--- config.mk ---
export PLATFORM = sky130hd
export DESIGN_NAME = apb_stdout_arbiter
export DESIGN_NICKNAME = d
export VERILOG_FILES = /design/src/rtl/apb_stdout_pkg.sv /design/src/rtl/apb_stdout_rr_pick.sv /design/src/rtl/apb_stdout_arbiter.sv
export SDC_FILE = /design/constraint.sdc
export NUM_CORES = 1
export LEC_CHECK = 0
export BUFFER_PORTS_ARGS = -buffer_cell sky130_fd_sc_hd__buf_4
export CAP_MARGIN = 15
export CORE_ASPECT_RATIO = 2
export CORE_MARGIN = 2
export CORE_UTILIZATION = 45
export DETAILED_ROUTE_END_ITERATION = 7
export GPL_TIMING_DRIVEN = 1
export HOLD_SLACK_MARGIN = 0.05
export PLACE_DENSITY = 0.82
export SETUP_SLACK_MARGIN = 0.02
export SYNTH_ARGS = -nofsm -noshare
export SYNTH_HDL_FRONTEND = slang
export SYNTH_SLANG_ARGS = --single-unit
--- constraint.sdc ---
create_clock -name clk_i -period 3.3 [get_ports clk_i]
set_clock_uncertainty 0.2 [all_clocks]
set_input_delay 0.165 -clock clk_i [delete_from_list [all_inputs] [get_ports clk_i]]
set_output_delay 0.165 -clock clk_i [all_outputs]
set_load 0.005 [all_outputs]
--- src/rtl/apb_stdout_pkg.sv ---
// Shared constants and types for the APB stdout arbiter: address field layout,
// FSM states and the latched request record.
package apb_stdout_pkg;

   localparam int unsigned CL_SHIFT   = 7;
   localparam int unsigned CORE_SHIFT = 3;
   localparam int unsigned IDX_W      = 4;
   localparam int unsigned CHAR_W     = 8;

   typedef enum logic [1:0] {
      StIdle,
      StSetup,
      StAccess
   } state_e;

   typedef struct packed {
      logic [IDX_W-1:0]  cl;
      logic [IDX_W-1:0]  core;
      logic [CHAR_W-1:0] ch;
   } req_t;

endpackage

--- src/rtl/apb_stdout_rr_pick.sv ---
// Round-robin picker: first valid requester at or after the pointer, wrapping.
// Purely combinational; returns a one-hot grant, its index and an any-valid flag.
module apb_stdout_rr_pick #(
   parameter int unsigned N_REQ = 4,
   parameter int unsigned PTR_W = 2
) (
   input  logic [N_REQ-1:0] valid_i,
   input  logic [PTR_W-1:0] ptr_i,
   output logic [N_REQ-1:0] grant_o,
   output logic [PTR_W-1:0] idx_o,
   output logic             any_o
);

   always_comb begin
      grant_o = '0;
      idx_o   = '0;
      any_o   = 1'b0;
      // Walk offsets from farthest to nearest so the nearest valid wins.
      for (int unsigned off = N_REQ; off > 0; off--) begin
         int unsigned j;
         j = (32'(ptr_i) + off - 1) % N_REQ;
         if (valid_i[j]) begin
            grant_o    = '0;
            grant_o[j] = 1'b1;
            idx_o      = PTR_W'(j);
            any_o      = 1'b1;
         end
      end
   end

endmodule

--- src/rtl/apb_stdout_arbiter.sv ---
// Round-robin arbiter sharing one APB stdout slave among N_REQ character
// producers; each accepted character becomes one APB write.
module apb_stdout_arbiter
   import apb_stdout_pkg::*;
#(
   parameter int unsigned            N_REQ      = 4,
   parameter int unsigned            ADDR_WIDTH = 32,
   parameter int unsigned            DATA_WIDTH = 32,
   parameter logic [ADDR_WIDTH-1:0]  BASE_ADDR  = '0
) (
   input  logic                      clk_i,
   input  logic                      rst_ni,
   input  logic [N_REQ-1:0]          req_valid_i,
   output logic [N_REQ-1:0]          req_ready_o,
   input  logic [N_REQ*IDX_W-1:0]    req_cl_i,
   input  logic [N_REQ*IDX_W-1:0]    req_core_i,
   input  logic [N_REQ*CHAR_W-1:0]   req_char_i,
   output logic                      busy_o,
   output logic [15:0]               err_cnt_o,
   output logic                      apb_psel_o,
   output logic                      apb_penable_o,
   output logic                      apb_pwrite_o,
   output logic [ADDR_WIDTH-1:0]     apb_paddr_o,
   output logic [DATA_WIDTH-1:0]     apb_pwdata_o,
   input  logic                      apb_pready_i,
   input  logic                      apb_pslverr_i
);

   localparam int unsigned PtrW = (N_REQ > 1) ? $clog2(N_REQ) : 1;

   state_e                state_q, state_d;
   logic [PtrW-1:0]       ptr_q, ptr_d;
   logic [ADDR_WIDTH-1:0] paddr_q, paddr_d;
   logic [DATA_WIDTH-1:0] pwdata_q, pwdata_d;
   logic [15:0]           err_cnt_q, err_cnt_d;

   logic [N_REQ-1:0]      grant;
   logic [PtrW-1:0]       grant_idx;
   logic                  grant_any;
   logic                  can_grant;
   req_t                  req_sel;

   apb_stdout_rr_pick #(
      .N_REQ (N_REQ),
      .PTR_W (PtrW)
   ) u_rr_pick (
      .valid_i (req_valid_i),
      .ptr_i   (ptr_q),
      .grant_o (grant),
      .idx_o   (grant_idx),
      .any_o   (grant_any)
   );

   assign req_sel.cl   = req_cl_i[32'(grant_idx)*IDX_W +: IDX_W];
   assign req_sel.core = req_core_i[32'(grant_idx)*IDX_W +: IDX_W];
   assign req_sel.ch   = req_char_i[32'(grant_idx)*CHAR_W +: CHAR_W];

   assign can_grant   = (state_q == StIdle) || ((state_q == StAccess) && apb_pready_i);
   // Held off during reset so no character is accepted and then lost.
   assign req_ready_o = (rst_ni && can_grant) ? grant : '0;

   always_comb begin
      state_d   = state_q;
      ptr_d     = ptr_q;
      paddr_d   = paddr_q;
      pwdata_d  = pwdata_q;
      err_cnt_d = err_cnt_q;
      case (state_q)
         StIdle:   state_d = StIdle;
         StSetup:  state_d = StAccess;
         StAccess: begin
            if (apb_pready_i) begin
               state_d = StIdle;
               if (apb_pslverr_i && (err_cnt_q != 16'hFFFF)) begin
                  err_cnt_d = err_cnt_q + 16'd1;
               end
            end
         end
         default:  state_d = StIdle;
      endcase
      if (can_grant && grant_any) begin
         state_d  = StSetup;
         ptr_d    = (32'(grant_idx) == N_REQ - 1) ? '0 : grant_idx + PtrW'(1);
         paddr_d  = BASE_ADDR
                  | (ADDR_WIDTH'(req_sel.cl) << CL_SHIFT)
                  | (ADDR_WIDTH'(req_sel.core) << CORE_SHIFT);
         pwdata_d = DATA_WIDTH'(req_sel.ch);
      end
   end

   always_ff @(posedge clk_i) begin
      if (!rst_ni) begin
         state_q   <= StIdle;
         ptr_q     <= '0;
         paddr_q   <= '0;
         pwdata_q  <= '0;
         err_cnt_q <= '0;
      end else begin
         state_q   <= state_d;
         ptr_q     <= ptr_d;
         paddr_q   <= paddr_d;
         pwdata_q  <= pwdata_d;
         err_cnt_q <= err_cnt_d;
      end
   end

   assign apb_psel_o    = (state_q != StIdle);
   assign apb_penable_o = (state_q == StAccess);
   assign apb_pwrite_o  = (state_q != StIdle);
   assign apb_paddr_o   = paddr_q;
   assign apb_pwdata_o  = pwdata_q;
   assign busy_o        = (state_q != StIdle);
   assign err_cnt_o     = err_cnt_q;

endmodule

==> flow_metrics.env, run 1 <==
export IMPL_synthAdderAreaFrac_pct=3.59
export IMPL_clockPowerShare_pct=26.3
export IMPL_crit_fanout=34
export IMPL_grt_max_degree=35
export IMPL_cp_required_ns=3.23
export IMPL_vias_per_cell=5.42
export IMPL_cts_made_buffers=5
export IMPL_p_leak_nw=1.88
export IMPL_area_delta_synth_final_pct=53.0
export IMPL_cp_start_kind="flip-flop"
export IMPL_reg2reg_depth=8
export IMPL_ys_warn_count=0
export IMPL_htree_levels=2
export IMPL_synth_edf_count=0
export IMPL_wirelength_mm=9.75
export IMPL_cts_tree="done"
export IMPL_yosys_area_top_type="dfxtp_1"
export IMPL_pin_count=160
export IMPL_critical_path_slowest_cell="dlygate4sd3_1"
export IMPL_ys_flop_type="dfxtp_1"
export IMPL_synth_top_family_by_area="buffers and inverters"
export IMPL_relSlewSlack_pct=38.0
export IMPL_netlist_top_cells_area="dfxtp_1, buf_4, mux2i_1, o221ai_2, xnor2_1"
export IMPL_worst_pin_slew_ns=0.930
export IMPL_dpl_hpwl_mm=5.43
export IMPL_clockBufferDepth=2
export IMPL_drc=0
export IMPL_switching_power_mw=0.621
export IMPL_synthSimpleGateAreaFrac_pct=16.2
export IMPL_p_comb_share_pct=45.6
export IMPL_core_area_um2=6010
export IMPL_crit_family="buffers and inverters"
export IMPL_diodes=0
export IMPL_grt_pass1_vias=3167
export IMPL_hold_viol=0
export IMPL_ys_seq_area_share_pct=25.8
export IMPL_synth_most_common_cell="buf_4"
export IMPL_path_class="flip-flop to flip-flop"
export IMPL_async_flop_share_pct=0
export IMPL_p_sw_share_pct=32.7
export IMPL_synth_common_cells="buf_4, mux2i_1, dfxtp_1"
export IMPL_synth_top_cell_area_share_pct=25.8
export IMPL_setup_viol=0
export IMPL_regArea_um2=721
export IMPL_internal_power_mw=1.28
export IMPL_dr_pass1_iters=4
export IMPL_gp_congestion=0.843
export IMPL_hold_ws_ns=0.0402
export IMPL_vias=2959
export IMPL_yosys_cell_types_count=47
export IMPL_nFillCells=415
export IMPL_fmax_mhz=331
export IMPL_ant_nets=0
export IMPL_clk_pin_slew_worst_paths_ns=0.06
export IMPL_cp_slowest_stage_delay_ns=0.62
export IMPL_finalNonFillerCells=546
export IMPL_finalCriticalPeriod_ns=3.02
export IMPL_cts_sinks=36
export IMPL_drt_iter0_drc=102
export IMPL_drive_above_1_share_pct=30.2
export IMPL_portBuffers=111
export IMPL_crit_chain="inv_1 > ha_1 > a211oi_1 > a211oi_4 > buf_12 > mux2i_1 > dlygate4sd3_1 > o221ai_1"
export IMPL_final_util_pct=71.1
export IMPL_clkLatencyLatePin_ns=0.29
export IMPL_routedWlPerCell_um=17.9
export IMPL_dp_cells=475
export IMPL_grt_first_pass_wirelength_mm=15.2
export IMPL_start_util_pct=46.5
export IMPL_synth_compound_area_share_pct=16.5
export IMPL_path_depth=8
export IMPL_synth_seq_cells=36
export IMPL_total_power_mw=1.90
export IMPL_synth_xor_area_share_pct=4.08
export IMPL_num_rows=40
export IMPL_syn_area_um2=2790
export IMPL_path_buf_inv=3
export IMPL_whs_path_depth=3
export IMPL_seqPwrFrac_pct=28.1
export IMPL_grt_total_usage_pct=29.5
export IMPL_postSynthCellCount=313
export IMPL_maxCapViolations=0
export IMPL_rsz0062_at_grt="false"
export IMPL_outcome="completed"
export IMPL_cts_setup_buffers=0
export IMPL_drv_slew=0
export IMPL_irDropWorstVdd_v=0.000381
export IMPL_end_kind="flip-flop"
export IMPL_antenna_found_initial=0
export IMPL_finalSetupTns_ns=0
export IMPL_avgSynthCellArea_um2=8.91
export IMPL_die_area_um2=6880
export IMPL_chipWidth_um=59.7
export IMPL_nets=563
export IMPL_cp_arrival_ns=2.95
export IMPL_power_density_nw_per_um2=445
export IMPL_overflow=0
export IMPL_post_route_period_util_pct=91.5
export IMPL_multiInputGateArea_um2=1770
export IMPL_cts_root_buffer="clkbuf_16"
export IMPL_hp_class="primary input to flip-flop"
export IMPL_synthMuxAreaShare_pct=16.4
export IMPL_die_h_um=115
path summary, 6_finish.rpt:
check | start | to | slack [ns]
min reg2reg | apb_pwdata_o[7]$_SDFFE_PN0P_ | apb_pwdata_o[7]$_SDFFE_PN0P_ | 0.29
min | req_cl_i[9] | apb_paddr_o[8]$_SDFFE_PN0P_ | 0.04
max reg2reg | ptr_q[1]$_SDFFE_PN0P_ | apb_pwdata_o[1]$_SDFFE_PN0P_ | 0.28
max | ptr_q[1]$_SDFFE_PN0P_ | apb_pwdata_o[1]$_SDFFE_PN0P_ | 0.28
state kept, by name (all words and copies together), names as in the netlist:
| name | count |
|---|---|
| err_cnt_o | 16 |
| apb_paddr_o | 8 |
| apb_pwdata_o | 8 |
| ptr_q | 2 |
| state_q | 2 |
worst register-to-register path, delay by kind of cell (launching register included):
family | cells | cell delay [ns]
compound gates | 3 | 0.55
fa+ha+maj | 1 | 0.45
buf+inv | 3 | 0.99
flops | 1 | 0.32
mux | 1 | 0.34
timing repair:
action / in CTS / in global routing
hold buffers: 64 / 0
endpoints found under the hold margin: 18 / 0
gates resized for setup: 0 / 0
metrics by stage:
stage	cell area [um^2]	worst slack (ns)
2_1_floorplan	2970	0.694
3_3_place_gp	3470	0.654
3_5_place_dp	3470	0.558
4_1_cts	4270	0.439
5_1_grt	4270	0.217
6_report	4270	0.279
logic make-up (layout without fill, tap and decap cells):
family          after synthesis  after routing
mux                          43             43
xor+xnor                     13             13
flops                        36             36
fa+ha+maj                     8              8
other cells                   1             48
compound gates               52             52
buf+inv                      69            192
simple gates                 91             91
metal layers:
layer	global-route usage, %	wire length [um]	vias up
li1	-	-	1367
met1	25.9	3010	1379
met2	53.3	5430	158
met3	8.44	518	55
met4	21.9	793	0
met5	0	0	-
cells in the final DEF (no fill, tap or decap), types with 4 or more instances in the layout:
master	instances
clkbuf_16	5
dfxtp_1	36
dlygate4sd3_1	64
mux2i_1	39
o21ai_0	7
or3_1	4
o221ai_2	10
a22o_1	4
conb_1	48
xnor2_1	13
nand3_1	7
nor3_1	6
o221ai_1	6
nand2_1	26
ha_1	8
a21oi_1	7
a211oi_1	7
nand2b_1	4
nor2_1	25
buf_4	116
area by class of cell:
type | count | share of cell area [%]
clock buffers | 7 | 3.58
well taps | 63 | 1.85
repair buffers | 181 | 35.9
inverters | 4 | 0.352
multi-input cells | 255 | 41.5
flip-flops and latches | 36 | 16.9
power groups by stage:
stage,Clock [mW],Combinational (mW),Sequential (mW)
6_report,0.499,0.865,0.534
5_1_grt,0.514,0.918,0.539
4_1_cts,0.494,0.816,0.526
3_5_place_dp,0,0.683,0.533
3_3_place_gp,0,0.665,0.533
2_1_floorplan,0,0.480,0.536
(Power assumes the default switching activity.)
==> inputs of run 2 (changes only) <==
Settings changed: PLACE_DENSITY 0.82 to unset, PLACE_DENSITY_LB_ADDON set to 0.12.
==> flow_metrics.env, run 2 (same netlist as run 1, synthesis figures left out) <==
export IMPL_outcome="completed"
export IMPL_hold_ws_ns=0.0484
export IMPL_finalSetupTns_ns=0
export IMPL_grt_max_degree=35
export IMPL_final_common_cell="buf_4"
export IMPL_vias=2853
export IMPL_routedWlPerCell_um=14.8
export IMPL_ant_nets=0
export IMPL_diodes=0
export IMPL_post_route_period_util_pct=93.6
export IMPL_crit_fanout=17
export IMPL_finalCriticalPeriod_ns=3.09
export IMPL_area_delta_synth_final_pct=55.3
export IMPL_dpl_cell_area_um2=3470
export IMPL_htree_levels=2
export IMPL_crit_chain="inv_1 > ha_2 > nor2_1 > a211oi_4 > buf_12 > mux2i_1 > dlygate4sd3_1 > o221ai_1"
export IMPL_grt_total_usage_pct=23.8
export IMPL_cp_arrival_ns=3.00
export IMPL_drc=0
export IMPL_irDropWorstVdd_v=0.000294
export IMPL_core_area_um2=6010
export IMPL_regArea_um2=722
export IMPL_gp_congestion=0.845
export IMPL_rsz0062_at_grt="false"
export IMPL_clkLatencyLatePin_ns=0.27
export IMPL_final_util_pct=72.2
export IMPL_path_class="flip-flop to flip-flop"
export IMPL_chipWidth_um=59.7
export IMPL_cp_start_kind="flip-flop"
export IMPL_use_met2_pct=42.5
export IMPL_pin_count=160
export IMPL_worst_pin_slew_ns=0.611
export IMPL_largest_reg_flops=16
export IMPL_drv_slew=0
export IMPL_multiInputGateArea_um2=1780
export IMPL_drt_iter0_drc=137
export IMPL_cts_root_buffer="clkbuf_16"
export IMPL_cp_slowest_stage_delay_ns=0.60
export IMPL_clockBufferDepth=2
export IMPL_grt_pass1_vias=2846
export IMPL_rrSetupSlack_ns=0.21
export IMPL_holdCritStartpoint="req_char_i[18]"
export IMPL_crit_family="buffers and inverters"
export IMPL_grt_util_met3_pct=5.74
export IMPL_die_h_um=115
export IMPL_antenna_found_initial=0
export IMPL_vias_per_cell=5.21
export IMPL_relSlewSlack_pct=59.1
export IMPL_num_rows=40
export IMPL_critical_path_slowest_cell="dlygate4sd3_1"
export IMPL_dr_pass1_iters=4
export IMPL_pre_cts_slack_ns=0.121
export IMPL_crit_start="ptr_q[1]$_SDFFE_PN0P_"
export IMPL_layout_common_cells="buf_4, dlygate4sd3_1, conb_1"
export IMPL_path_buf_inv=3
export IMPL_setup_viol=0
export IMPL_p_leak_nw=1.90
export IMPL_fmax_mhz=324
export IMPL_hold_viol=0
export IMPL_layout_setup_ws_ns=0.212
export IMPL_die_area_um2=6880
export IMPL_start_util_pct=46.5
export IMPL_clk_pin_slew_worst_paths_ns=0.06
export IMPL_cp_required_ns=3.21
export IMPL_nets=564
export IMPL_portBuffers=111
export IMPL_cts_sinks=36
export IMPL_wirelength_mm=8.11
export IMPL_dpl_hpwl_mm=5.15
export IMPL_r2r_start="ptr_q[1]$_SDFFE_PN0P_"
export IMPL_grt_busiest_layer="met2"
export IMPL_grtUsageMet1_pct=26.4
export IMPL_cts_tree="done"
export IMPL_power_density_nw_per_um2=440
export IMPL_drive_above_1_share_pct=30.9
export IMPL_overflow=0
export IMPL_maxCapViolations=0
export IMPL_final_area_um2=4330
export IMPL_nFillCells=429
export IMPL_cts_made_buffers=5
export IMPL_end_kind="flip-flop"
export IMPL_grt_first_pass_wirelength_mm=12.8
export IMPL_hp_class="primary input to flip-flop"
==> run 2: changes by cell type in the layout (fill, tap and decap cells not counted) <==
cell       change
bufinv_16      +1
clkbuf_16      +1
dfxtp_1        -1
dfxtp_2        +1
ha_1           -1
ha_2           +1
o21ai_2        -1
o21ai_4        +1
==> run 2: final cells by class <==
cell class	count	area share (%)
Multi-Input combinational cell	255	41.1
Timing Repair Buffer	182	35.9
Clock buffer	7	3.52
Tap cell	63	1.82
Sequential cell	36	16.7
Inverter	4	0.346
Clock inverter	1	0.693
==> run 2: worst reg2reg max path, cell delays in order, from the launching register on <==
cell and delay [ns]:
dfxtp_2 0.46, inv_1 0.17, ha_2 0.45, nor2_1 0.10, a211oi_4 0.31, buf_12 0.22
mux2i_1 0.27, dlygate4sd3_1 0.60, o221ai_1 0.15
==> run 2: what timing repair did <==
| item | CTS | global route |
|---|---|---|
| endpoints found under the hold margin | 18 | 0 |
| setup endpoints to repair | 0 | 20 |
| buffers inserted | 0 | 1 |
| gates resized for setup | 0 | 3 |
| hold buffers | 64 | 0 |
==> run 2: routing by layer <==
| layer | part of all wire [%] | vias to the layer above |
|---|---|---|
| li1 | - | 1370 |
| met5 | 0 | - |
| met2 | 54 | 130 |
| met4 | 2.4 | 0 |
| met3 | 6.7 | 16 |
| met1 | 37 | 1337 |
==> run 2: final timing paths <==
path         cells past startpoint                      endpoint
max                              8  apb_pwdata_o[6]$_SDFFE_PN0P_
min                              3  apb_pwdata_o[2]$_SDFFE_PN0P_
max reg2reg                      8  apb_pwdata_o[6]$_SDFFE_PN0P_
min reg2reg                      2   apb_paddr_o[8]$_SDFFE_PN0P_
==> run 2: through the flow <==
| step | power, mW | std cells |
|---|---|---|
| after global placement | 1.19 | 474 |
| after detailed placement | 1.21 | 474 |
| after CTS | 1.86 | 546 |
| after global routing | 2.00 | 548 |
| final | 1.91 | 548 |
| after floorplan | 1.02 | 360 |
==> run 2: report_power, final <==
group / total [mW] / internal [mW] / leakage (nW) / switching (mW)
registers: 0.538 / 0.493 / 0.295 / 0.0450
clock network: 0.572 / 0.397 / 0.0901 / 0.174
logic: 0.796 / 0.438 / 1.52 / 0.358
total: 1.91 / 1.33 / 1.90 / 0.578
